[src/rtl/ctrl_pkg.sv]
// Shared definitions for the multicycle control unit: state encoding,
// RV64I opcodes, ALU operation codes and datapath mux select codes.
package ctrl_pkg;

  typedef enum logic [4:0] {
    RESET    = 5'd0,
    FETCH    = 5'd1,
    FWAIT    = 5'd2,
    DECODE   = 5'd3,
    EXEC_R   = 5'd4,
    EXEC_I   = 5'd5,
    WB_ALU   = 5'd6,
    ADDR     = 5'd7,
    MEM_RD   = 5'd8,
    MEM_WAIT = 5'd9,
    WB_LOAD  = 5'd10,
    MEM_WR   = 5'd11,
    BRANCH   = 5'd12,
    JAL      = 5'd13,
    LUI      = 5'd14,
    HALT     = 5'd15
  } ctrlState_t;

  localparam logic [6:0] OP_RTYPE  = 7'b0110011;
  localparam logic [6:0] OP_ITYPE  = 7'b0010011;
  localparam logic [6:0] OP_LOAD   = 7'b0000011;
  localparam logic [6:0] OP_STORE  = 7'b0100011;
  localparam logic [6:0] OP_BRANCH = 7'b1100011;
  localparam logic [6:0] OP_JAL    = 7'b1101111;
  localparam logic [6:0] OP_LUI    = 7'b0110111;

  localparam logic [2:0] ALU_PASS = 3'd0;
  localparam logic [2:0] ALU_ADD  = 3'd1;
  localparam logic [2:0] ALU_SUB  = 3'd2;
  localparam logic [2:0] ALU_AND  = 3'd3;
  localparam logic [2:0] ALU_INC  = 3'd4;
  localparam logic [2:0] ALU_NOT  = 3'd5;
  localparam logic [2:0] ALU_XOR  = 3'd6;
  localparam logic [2:0] ALU_CMP  = 3'd7;

  localparam logic [2:0] MUXA_PC    = 3'd0;
  localparam logic [2:0] MUXA_REGA  = 3'd1;
  localparam logic [2:0] MUXA_OLDPC = 3'd2;

  localparam logic [2:0] MUXB_REGB  = 3'd0;
  localparam logic [2:0] MUXB_FOUR  = 3'd1;
  localparam logic [2:0] MUXB_SIGN  = 3'd2;
  localparam logic [2:0] MUXB_SHIFT = 3'd3;

  localparam logic [2:0] MUXMEM_ALUOUT = 3'd0;
  localparam logic [2:0] MUXMEM_LOAD   = 3'd1;
  localparam logic [2:0] MUXMEM_PC     = 3'd2;
  localparam logic [2:0] MUXMEM_IMM    = 3'd3;

endpackage

[src/rtl/ctrl_multiciclo.sv]
// Multicycle control FSM for the UP RV64I-subset datapath.
// Optional feature: define CTRL_BLT_BGE_EN to decode BLT/BGE (funct3 100/101).
module ctrl_multiciclo
  import ctrl_pkg::*;
#(
  parameter int MEM_LAT = 1
) (
  input  logic       clk,
  input  logic       rst,
  input  logic [6:0] i6_0,
  input  logic [2:0] funct3,
  input  logic       funct7_5,
  input  logic       AluZero,
  input  logic       AluIgual,
  input  logic       AluMenor,
  output logic       PCwrite,
  output logic       PCWriteCond,
  output logic       IRWrite,
  output logic       MemRead,
  output logic       MemData_Write,
  output logic       RegWrite,
  output logic       loadRegA,
  output logic       loadRegB,
  output logic       loadRegMemData,
  output logic       loadRegAluOut,
  output logic [2:0] SelMuxA,
  output logic [2:0] SelMuxB,
  output logic [2:0] SelMuxMem,
  output logic       SelMuxPC,
  output logic       SelMuxAlu,
  output logic [2:0] AluOperation,
  output logic [1:0] Shift,
  output logic [2:0] LoadTYPE,
  output logic [4:0] state,
  output logic       halted
);

  localparam logic [1:0] WAIT_LAST = 2'(MEM_LAT - 1);

  ctrlState_t curState, nxtState;
  logic [1:0] waitCnt;
  logic       waitLast;
  logic       inWait;
  logic       taken;
  logic       unusedFlags;

  assign waitLast = (waitCnt == WAIT_LAST);
  assign inWait   = (curState == FWAIT) || (curState == MEM_WAIT);
  assign state    = curState;

  // State register plus the memory-latency counter shared by both wait states
  always_ff @(posedge clk) begin
    if (rst) begin
      curState <= RESET;
      waitCnt  <= 2'd0;
    end else begin
      curState <= nxtState;
      waitCnt  <= (inWait && !waitLast) ? waitCnt + 2'd1 : 2'd0;
    end
  end

  // Branch condition evaluated from the live ALU flags in the BRANCH cycle
  always_comb begin
    taken = 1'b0;
    case (funct3)
      3'b000:  taken = AluIgual;
      3'b001:  taken = !AluIgual;
`ifdef CTRL_BLT_BGE_EN
      3'b100:  taken = AluMenor;
      3'b101:  taken = !AluMenor;
`endif
      default: taken = 1'b0;
    endcase
  end

`ifdef CTRL_BLT_BGE_EN
  assign unusedFlags = AluZero;
`else
  assign unusedFlags = AluZero ^ AluMenor;
`endif

  // Next-state decode
  always_comb begin
    nxtState = curState;
    case (curState)
      RESET:    nxtState = FETCH;
      FETCH:    nxtState = FWAIT;
      FWAIT:    nxtState = waitLast ? DECODE : FWAIT;
      DECODE: begin
        case (i6_0)
          OP_RTYPE:          nxtState = EXEC_R;
          OP_ITYPE:          nxtState = EXEC_I;
          OP_LOAD, OP_STORE: nxtState = ADDR;
          OP_BRANCH:         nxtState = BRANCH;
          OP_JAL:            nxtState = JAL;
          OP_LUI:            nxtState = LUI;
          default:           nxtState = HALT;
        endcase
      end
      EXEC_R:   nxtState = WB_ALU;
      EXEC_I:   nxtState = WB_ALU;
      WB_ALU:   nxtState = FETCH;
      ADDR:     nxtState = (i6_0 == OP_LOAD) ? MEM_RD : MEM_WR;
      MEM_RD:   nxtState = MEM_WAIT;
      MEM_WAIT: nxtState = waitLast ? WB_LOAD : MEM_WAIT;
      WB_LOAD:  nxtState = FETCH;
      MEM_WR:   nxtState = FETCH;
      BRANCH:   nxtState = FETCH;
      JAL:      nxtState = FETCH;
      LUI:      nxtState = FETCH;
      HALT:     nxtState = HALT;
      default:  nxtState = RESET;
    endcase
  end

  // Output decode: everything low unless the current state names it
  always_comb begin
    PCwrite        = 1'b0;
    PCWriteCond    = 1'b0;
    IRWrite        = 1'b0;
    MemRead        = 1'b0;
    MemData_Write  = 1'b0;
    RegWrite       = 1'b0;
    loadRegA       = 1'b0;
    loadRegB       = 1'b0;
    loadRegMemData = 1'b0;
    loadRegAluOut  = 1'b0;
    SelMuxA        = MUXA_PC;
    SelMuxB        = MUXB_REGB;
    SelMuxMem      = MUXMEM_ALUOUT;
    SelMuxPC       = 1'b0;
    SelMuxAlu      = 1'b0;
    AluOperation   = ALU_PASS;
    Shift          = 2'd0;
    LoadTYPE       = 3'd0;
    halted         = 1'b0;
    case (curState)
      FETCH: MemRead = 1'b1;
      FWAIT: begin
        // PC <= PC + 4 together with the IR load, only once data is valid
        if (waitLast) begin
          IRWrite      = 1'b1;
          PCwrite      = 1'b1;
          SelMuxB      = MUXB_FOUR;
          AluOperation = ALU_ADD;
        end
      end
      DECODE: begin
        // Speculative branch/JAL target from the PC of this instruction
        loadRegA      = 1'b1;
        loadRegB      = 1'b1;
        loadRegAluOut = 1'b1;
        SelMuxA       = MUXA_OLDPC;
        SelMuxB       = MUXB_SHIFT;
        AluOperation  = ALU_ADD;
      end
      EXEC_R: begin
        loadRegAluOut = 1'b1;
        SelMuxA       = MUXA_REGA;
        AluOperation  = funct7_5 ? ALU_SUB : ALU_ADD;
      end
      EXEC_I: begin
        loadRegAluOut = 1'b1;
        SelMuxA       = MUXA_REGA;
        SelMuxB       = MUXB_SIGN;
        AluOperation  = ALU_ADD;
      end
      WB_ALU: RegWrite = 1'b1;
      ADDR: begin
        loadRegAluOut = 1'b1;
        SelMuxA       = MUXA_REGA;
        SelMuxB       = MUXB_SIGN;
        AluOperation  = ALU_ADD;
      end
      MEM_RD:   MemRead = 1'b1;
      MEM_WAIT: loadRegMemData = waitLast;
      WB_LOAD: begin
        RegWrite  = 1'b1;
        SelMuxMem = MUXMEM_LOAD;
        LoadTYPE  = funct3;
      end
      MEM_WR: MemData_Write = 1'b1;
      BRANCH: begin
        PCWriteCond  = 1'b1;
        SelMuxA      = MUXA_REGA;
        AluOperation = ALU_CMP;
        PCwrite      = taken;
        SelMuxPC     = taken;
      end
      JAL: begin
        RegWrite  = 1'b1;
        SelMuxMem = MUXMEM_PC;
        PCwrite   = 1'b1;
        SelMuxPC  = 1'b1;
      end
      LUI: begin
        RegWrite  = 1'b1;
        SelMuxMem = MUXMEM_IMM;
      end
      HALT:    halted = 1'b1;
      default: ;
    endcase
  end

endmodule
[config.mk]
export PLATFORM = sky130hd
export DESIGN_NAME = ctrl_multiciclo
export DESIGN_NICKNAME = d
export VERILOG_FILES = /design/src/rtl/ctrl_pkg.sv /design/src/rtl/ctrl_multiciclo.sv
export SDC_FILE = /design/constraint.sdc
export NUM_CORES = 1
export LEC_CHECK = 0
export CORE_MARGIN = 10
export CORE_UTILIZATION = 36
export DETAILED_ROUTE_END_ITERATION = 7
export PLACE_DENSITY = 0.84
export SKIP_CTS_REPAIR_TIMING = 1
export SLEW_MARGIN = 20
export SYNTH_ARGS = -nofsm -noshare
export SYNTH_HDL_FRONTEND = slang
export SYNTH_SLANG_ARGS = --single-unit
[constraint.sdc]
create_clock -name clk -period 2.5 [get_ports clk]
set_input_delay 0.375 -clock clk [delete_from_list [all_inputs] [get_ports clk]]
set_output_delay 0.375 -clock clk [all_outputs]
set_load 0.005 [all_outputs]
* After elaboration in Yosys (flattened, before gate mapping) *
Cells that the tools add are included.

operators by class
  add/sub/neg operators = 1
  order comparisons = 0
  muxes and demuxes = 25
  divide/modulo/power cells = 0
  reductions and logical operators = 17
  $mul = 0
  eq/ne operators = 23
  bitwise logic cells = 1
  shifts and indexed selects = 0

operators with widths
  kind                  number
  $eq A5 B4 Y1 const B  8
  $pmux W4 S9           1
  $pmux W4 S6           1
  $eq A7 B6 Y1 const B  3
  $eq A5 B3 Y1 const B  4
  $eq A7 B7 Y1 const B  2
  $mux W1               12
  $pmux W2 S3           2
  $pmux W3 S4           1
  $reduce_or A4 Y1      3
  $eq A5 B2 Y1 const B  2
  $reduce_or A2 Y1      5
  $eq A7 B2 Y1 const B  1
  $eq A7 B5 Y1 const B  1
  $reduce_or A7 Y1      1
  $mux W2               3
  $eq A5 B1 Y1 const B  1
  $logic_not A5 Y1      1
  $pmux W1 S2           2
  $pmux W2 S2           1
  $eq A3 B1 Y1 const B  1
  $logic_not A3 Y1      1
  $mux W3               1
  $pmux W1 S3           1
  7 further kinds       8

word-level totals
  bits in registers = 7
  output and inout port bits = 35
  logic and storage cells = 69
  memory bits (writable) = 0
  latch bits = 0
  bits in read-only memories = 0
  memories kept = 0

* Logic depth before layout (Yosys ltp) *
Gate-level depths: netlist of run 1.

  word-level depth = 5
  gate-level depth with buffers = 6
  mapped depth without buffers = 6

* Worst setup path after synthesis of run 1 *
No wires, ideal clock.

  kind = register to output
  start point = register curState[2] (netlist: state[2])
  end point = output port PCwrite
  data arrival time = 1.240 ns
  cell stages (with the launch flop) = 5
  slack = 0.885 ns
  cell sequence = dfxtp_1 -> clkbuf_1 -> nand2_1 -> nor3_1 -> or2_2

on the way
  longest elaborated chain between the ends = 2

RTL lines
  what                                          RTL line                source
  start: declaration                            ctrl_multiciclo.sv:40   ctrlState_t curState, nxtState;
  start signal: assignment                      ctrl_multiciclo.sv:57   curState <= nxtState;
  $eq A5 B4 Y1 or $eq A5 B2 Y1 (tied branches)  ctrl_multiciclo.sv:137  case (curState)
  $pmux W1 S3 (*)                               ctrl_multiciclo.sv:137
  end: declaration                              ctrl_multiciclo.sv:16   output logic PCwrite,

Every way passes the cells marked *; elsewhere a longest branch is shown, timed or not.

* Final worst setup path of run 1 *
  start point = register waitCnt[0]
  end point = output port SelMuxB[0]

on the way
  longest elaborated chain between the ends = 3

RTL lines
  what                      RTL line                source
  start: declaration        ctrl_multiciclo.sv:41   logic [1:0] waitCnt;
  start signal: assignment  ctrl_multiciclo.sv:58   waitCnt <= (inWait && !waitLast) ? waitCnt + 2'd1 : 2'd0;
  $logic_not A2 Y1          ctrl_multiciclo.sv:47   assign waitLast = (waitCnt == WAIT_LAST);
  $mux W1                   ctrl_multiciclo.sv:141  if (waitLast) begin
  $pmux W2 S3               ctrl_multiciclo.sv:137
  end: declaration          ctrl_multiciclo.sv:27   output logic [2:0] SelMuxB,

Every way passes these cells.

==> summary.txt, run 1 <==
Clock tree
  • H-tree depth: 1
  • CTS sink count: 6
  • Clk Latency, worst-skew pair: 0.25 ns
  • CTS Buf Count: 3
  • Clock Path Buffers: 2
  • CTS tree: yes
  • Clock transition at path regs: 0.05 ns
  • Clk root buf: clkbuf_4

Route
  • Antenna Violating Nets Remaining: 0
  • DR DRC count: 0
  • DRT Pass-1 Iters: 4
  • Routed via count: 874
  • Routed WL per cell: 14.2 um
  • Via-to-Cell Ratio: 5.05
  • DRT iter0 DRCs: 18
  • Routed WL: 2.46 mm

Power and ir drop
  • Static Leak: 0.428 nW
  • Total Power: 839 uW
  • Worst IR drop on VDD: 0.454 mV
  • PwrDens: 740 mW/mm2

STA
  • Upper clock frequency limit: 415 MHz
  • Fin crit period: 2.41 ns
  • RSZ-0062 raised after global routing: no
  • Clock Skews: 0.00558 ns
  • Slew Limit Fails: 0
  • Setup TNS: 0 ns
  • Crit share post-route: 0.963
  • Final Hold Fails: 0
  • Final Setup Violations: 0

Die
  • Initial Util: 0.390
  • Core Box Area: 0.00178 mm2
  • DIE HEIGHT: 64.0 um
  • Die width: 64.0 um
  • Die footprint: 0.00409 mm2
  • Io pins: 51
  • Std cell rows: 15

Logic synthesis
  • Combinational family with the most area after synthesis: simple AND/OR/NAND/NOR gates
  • Main synth FF type: dfxtp_1
  • Register area share after synthesis: 0.173
  • Xor and xnor area share after synthesis: 0.0252
  • Yosys warnings: 0
  • Post-synth EDFFs: 0
  • Post-synthesis instance total: 107
  • Simple-gate portion of the synthesized area: 0.412
  • Post-synthesis mux area share: 0
  • Area leader, netlist: dfxtp_1
  • Unique masters post-synth: 35
  • Asr flop ratio synth: 0
  • Synth Area in Compound Gates: 0.209
  • Post-Synth Adder-Cell Area: 0.0180
  • Synth top area share: 0.173
  • Synthesized area: 696 um2
  • Register bit total from synthesis: 6
  • Synth area leaders: dfxtp_1 (17%), buf_4 (9.7%), nor2_1 (8.6%), nand2b_1 (7.2%), o21ai_0 (5.8%)
  • Avg Inst Size Synth: 6.50 um2

Critical path
  • Critical Path Sink Type: primary output
  • Crit path required time: 2.12 ns
  • CP startpoint: waitCnt[0]
  • Reg2reg start: state[2]
  • Crit-path max FO: 4
  • CP peak stage delay: 0.50 ns
  • CP Cell Sequence: inv_1 -> ha_1 -> nor2b_1 -> nor3b_1 -> nand2b_1 -> clkdlybuf4s50_1
  • CP Class: flop to primary output
  • Crit start category: flop
  • CP Data Arrival Time: 2.03 ns
  • Critical path's slowest cell: clkdlybuf4s50_1
  • Worst R2R Path Depth: 4

Global routing
  • Initial antenna violation count: 0
  • Number of global-route vias before repair: 868
  • Gr usage total: 0.114
  • Largest net degree at the start of global routing: 19
  • Total gr overflow: 0
  • First-pass GRT wire length: 3.93 mm

Placement
  • Routability cong.: 0.811
  • Post-DP HPWL: 2.06 mm
  • Port buffer count: 41

Min path
  • Hold Path Origin: waitCnt[0]
  • Worst min path class: flop to flop
  • Hold Path Cell Cnt: 1

Layout
  • Fillcell total: 154
  • Share of cells above drive strength 1: 0.101
  • Total Nets Final: 167
  • ANT cells: 0
  • Syn-to-layout area delta: 63.0%

Job
  • Max-Cap Viols: 0

Outcome
  • Outcome: complete, no violations
critical path, delay by kind of cell (launching register included):
kind / cells / cell delay (ns)
DFF: 1 / 0.31
adders and majority gates: 1 / 0.22
and+or+nand+nor: 3 / 0.69
buffers and inverters: 2 / 0.55
registers in the layout, summed over array words and instances, names as in the netlist:
| name | cells |
|---|---|
| waitCnt | 2 |
| state | 4 |
final timing paths:
check                    end  slack, ns
setup / recovery  SelMuxB[0]       0.09
hold / removal    waitCnt[0]       0.42
setup reg to reg    state[1]       0.91
hold reg to reg   waitCnt[0]       0.42
cell usage in the layout (no fill, tap or decap), types with 2 or more instances in the layout:
cell type	count
nor3b_1	2
nand2_1	6
clkbuf_4	3
conb_1	7
a31oi_1	3
nor2b_1	2
buf_4	5
nand2b_1	8
dfxtp_1	5
a21oi_1	4
a211oi_1	2
nor2_1	16
nor3_1	6
and3_1	3
inv_1	6
nand3b_1	2
o21ai_0	7
clkdlybuf4s50_1	41
or2_2	2
layout make-up:
class / instances / area, um2 / area share
Timing Repair Buffer: 46 / 448 / 0.395
Tap cell: 25 / 31.3 / 0.0276
Clock buffer: 3 / 22.5 / 0.0199
Inverter: 6 / 22.5 / 0.0199
Multi-Input combinational cell: 87 / 488 / 0.430
Sequential cell: 6 / 121 / 0.107
metrics by stage:
| stage | setup slack, ns | utilization | instances | instance area [um2] | hold WS [ns] |
|---|---|---|---|---|---|
| after floorplan | 0.885 | - | 113 | 718 | 0.393 |
| after global placement | 0.202 | 0.622 | 170 | 1110 | 0.400 |
| after detailed placement | 0.180 | 0.622 | 170 | 1110 | 0.423 |
| after CTS | 0.0858 | 0.635 | 173 | 1130 | 0.430 |
| after global routing | 0.00179 | 0.636 | 173 | 1130 | 0.444 |
| final | 0.0921 | 0.636 | 173 | 1130 | 0.422 |
report_power, final:
part | leakage (nW) | switching [mW] | internal [mW]
clock | 0.0138 | 0.0420 | 0.0548
sequential | 0.0493 | 0.0637 | 0.119
combinational | 0.365 | 0.236 | 0.324
cell families (layout without fill, tap and decap cells):
family	count (synthesis)	count (layout)
simple gates	54	54
compound gates	23	23
buf+inv	20	55
flops	6	6
xor+xnor	2	2
fa+ha+maj	1	1
other cells	1	7
synthesized netlist by cell type, drive strengths merged (2+ instances only):
cell type,instances
a21oi,4
dfxtp,6
nor2b,2
or3,2
nand2b,8
nor2,16
nand2,7
nor3b,2
a31oi,3
or2,2
clkbuf,4
and3,3
nand3b,2
inv,6
o21ai,8
a211oi,2
buf,10
nor3,6
layer usage:
layer  vias up  global-route usage  share of wire
met2        26               0.211           0.52
met1       406               0.116           0.40
met3         4              0.0418          0.067
met4         0              0.0328         0.0081
met5         -                   0              0
li1        438                   -              -
No activity file was read; power rests on OpenSTA's default activity.
==> inputs of run 2 (changes only) <==
- REMOVE_ABC_BUFFERS: default -> 1
==> run 2 against run 1 <==
Against the previous run:
- critical path depth rose by 1
- power up 1.5%
- hold slack got worse by 0.0089 ns
- die area is the same
- flip-flop and latch count did not move
- register-to-register slack got worse by 0.08 ns
- highest routed layer unchanged
==> summary.txt, run 2 (same netlist as run 1, synthesis figures left out) <==
Outcome
  • Outcome: complete, no violations

STA
  • Hold Slack: 0.414 ns
  • Crit share post-route: 0.946
  • Slew Limit Fails: 0
  • Setup TNS: 0 ns
  • Clock Skews: 0.00340 ns
  • Upper clock frequency limit: 423 MHz
  • RSZ-0062 raised after global routing: no
  • Final Hold Fails: 0
  • Fin crit period: 2.36 ns
  • Final Setup Violations: 0

Placement
  • Port buffer count: 41
  • Post-DP HPWL: 2.16 mm
  • Routability cong.: 0.827
  • Post-Place Cell Area: 0.00111 mm2

Critical path
  • Crit path required time: 2.12 ns
  • Crit-path max FO: 4
  • Critical Path Sink Type: primary output
  • CP Class: flop to primary output
  • CP Data Arrival Time: 1.99 ns
  • Crit start category: flop

Clock tree
  • Clk root buf: clkbuf_4
  • CTS tree: yes
  • Clock Path Buffers: 2
  • Clk Latency, worst-skew pair: 0.25 ns
  • Clock transition at path regs: 0.04 ns
  • CTS Buf Count: 3
  • H-tree depth: 1
  • CTS sink count: 6

Die
  • Std cell rows: 15
  • DIE HEIGHT: 64.0 um
  • Core Box Area: 0.00178 mm2
  • Die width: 64.0 um
  • Initial Util: 0.390
  • Io pins: 51
  • Die footprint: 0.00409 mm2

Layout
  • Commonest non-fill, non-tap cell in the layout: clkdlybuf4s50_1
  • ANT cells: 0
  • Total Nets Final: 167
  • Max reg flops: 4
  • Fin area: 0.00114 mm2
  • Syn-to-layout area delta: 63.5%
  • Share of cells above drive strength 1: 0.101
  • Most frequent cells in the layout: clkdlybuf4s50_1 (41), nor2_1 (16), nand2b_1 (8), o21ai_0 (7), conb_1 (7)

Route
  • DR DRC count: 0
  • Via-to-Cell Ratio: 5.07
  • Routed WL per cell: 15.0 um
  • Antenna Violating Nets Remaining: 0
  • DRT Pass-1 Iters: 4
  • Routed via count: 877
  • Routed WL: 2.60 mm
  • DRT iter0 DRCs: 27

Global routing
  • Largest net degree at the start of global routing: 14
  • Gr usage total: 0.125
  • First-pass GRT wire length: 4.11 mm
  • Number of global-route vias before repair: 832
  • Total gr overflow: 0
  • Initial antenna violation count: 0

Job
  • Max-Cap Viols: 0

Power and ir drop
  • Static Leak: 0.430 nW
  • Worst IR drop on VDD: 0.425 mV
  • PwrDens: 749 mW/mm2

Min path
  • Worst min path class: flop to flop
[run 2: cell counts in the layout (fill, tap and decap cells not counted)]
No cell type changed its count.
[run 2: layout make-up]
class / count / area (um2)
fill: 168 / 646
sequential: 6 / 120
multi-input combinational: 87 / 493
tap: 25 / 31.3
clock buffer: 3 / 22.5
inverter: 6 / 22.5
timing repair buffer: 46 / 448
[run 2: routing by layer]
metal | GRT usage | vias to the layer above | routed length [um]
met5 | 0 | - | 0
met4 | 0.0410 | 0 | 25
met3 | 0.0383 | 4 | 98
met2 | 0.239 | 15 | 1520
met1 | 0.124 | 419 | 960
li1 | - | 439 | -
[run 2: final timing paths]
| path | to | cells past startpoint | startpoint | slack, ns |
|---|---|---|---|---|
| setup / recovery | AluOperation[0] | 7 | waitCnt[0] | 0.14 |
| hold / removal | waitCnt[0] | 1 | waitCnt[0] | 0.41 |
| setup reg to reg | state[1] | 4 | state[3] | 0.83 |
| hold reg to reg | waitCnt[0] | 1 | waitCnt[0] | 0.41 |
[run 2: power breakdown]
| group | leakage (nW) | switching (mW) | internal, mW |
|---|---|---|---|
| clock network | 0.0138 | 0.0349 | 0.0543 |
| registers | 0.0491 | 0.0610 | 0.118 |
| logic | 0.367 | 0.253 | 0.330 |
[run 2: per-stage QoR]
step | setup WS [ns] | util | total power [mW] | std cells
after floorplan | 0.841 | - | 0.422 | 99
after global placement | 0.206 | 0.622 | 0.738 | 170
after detailed placement | 0.147 | 0.622 | 0.756 | 170
after CTS | 0.0973 | 0.635 | 0.849 | 173
after global routing | 0.0370 | 0.638 | 0.918 | 173
final | 0.136 | 0.638 | 0.852 | 173
[run 2: critical path, cell delays in order, from the launching register on]
cell and delay [ns]:
dfxtp_1 0.32, inv_1 0.05, ha_1 0.25, nor2b_1 0.16, o21ai_1 0.14, a21oi_1 0.09, or2_2 0.29, clkdlybuf4s50_1 0.45
==> inputs of run 3 (changes only) <==
- CTS_CLUSTER_SIZE: default -> 10
==> results of run 3 <==
No change in the layout: final DEF, timing and power equal those of run 2.
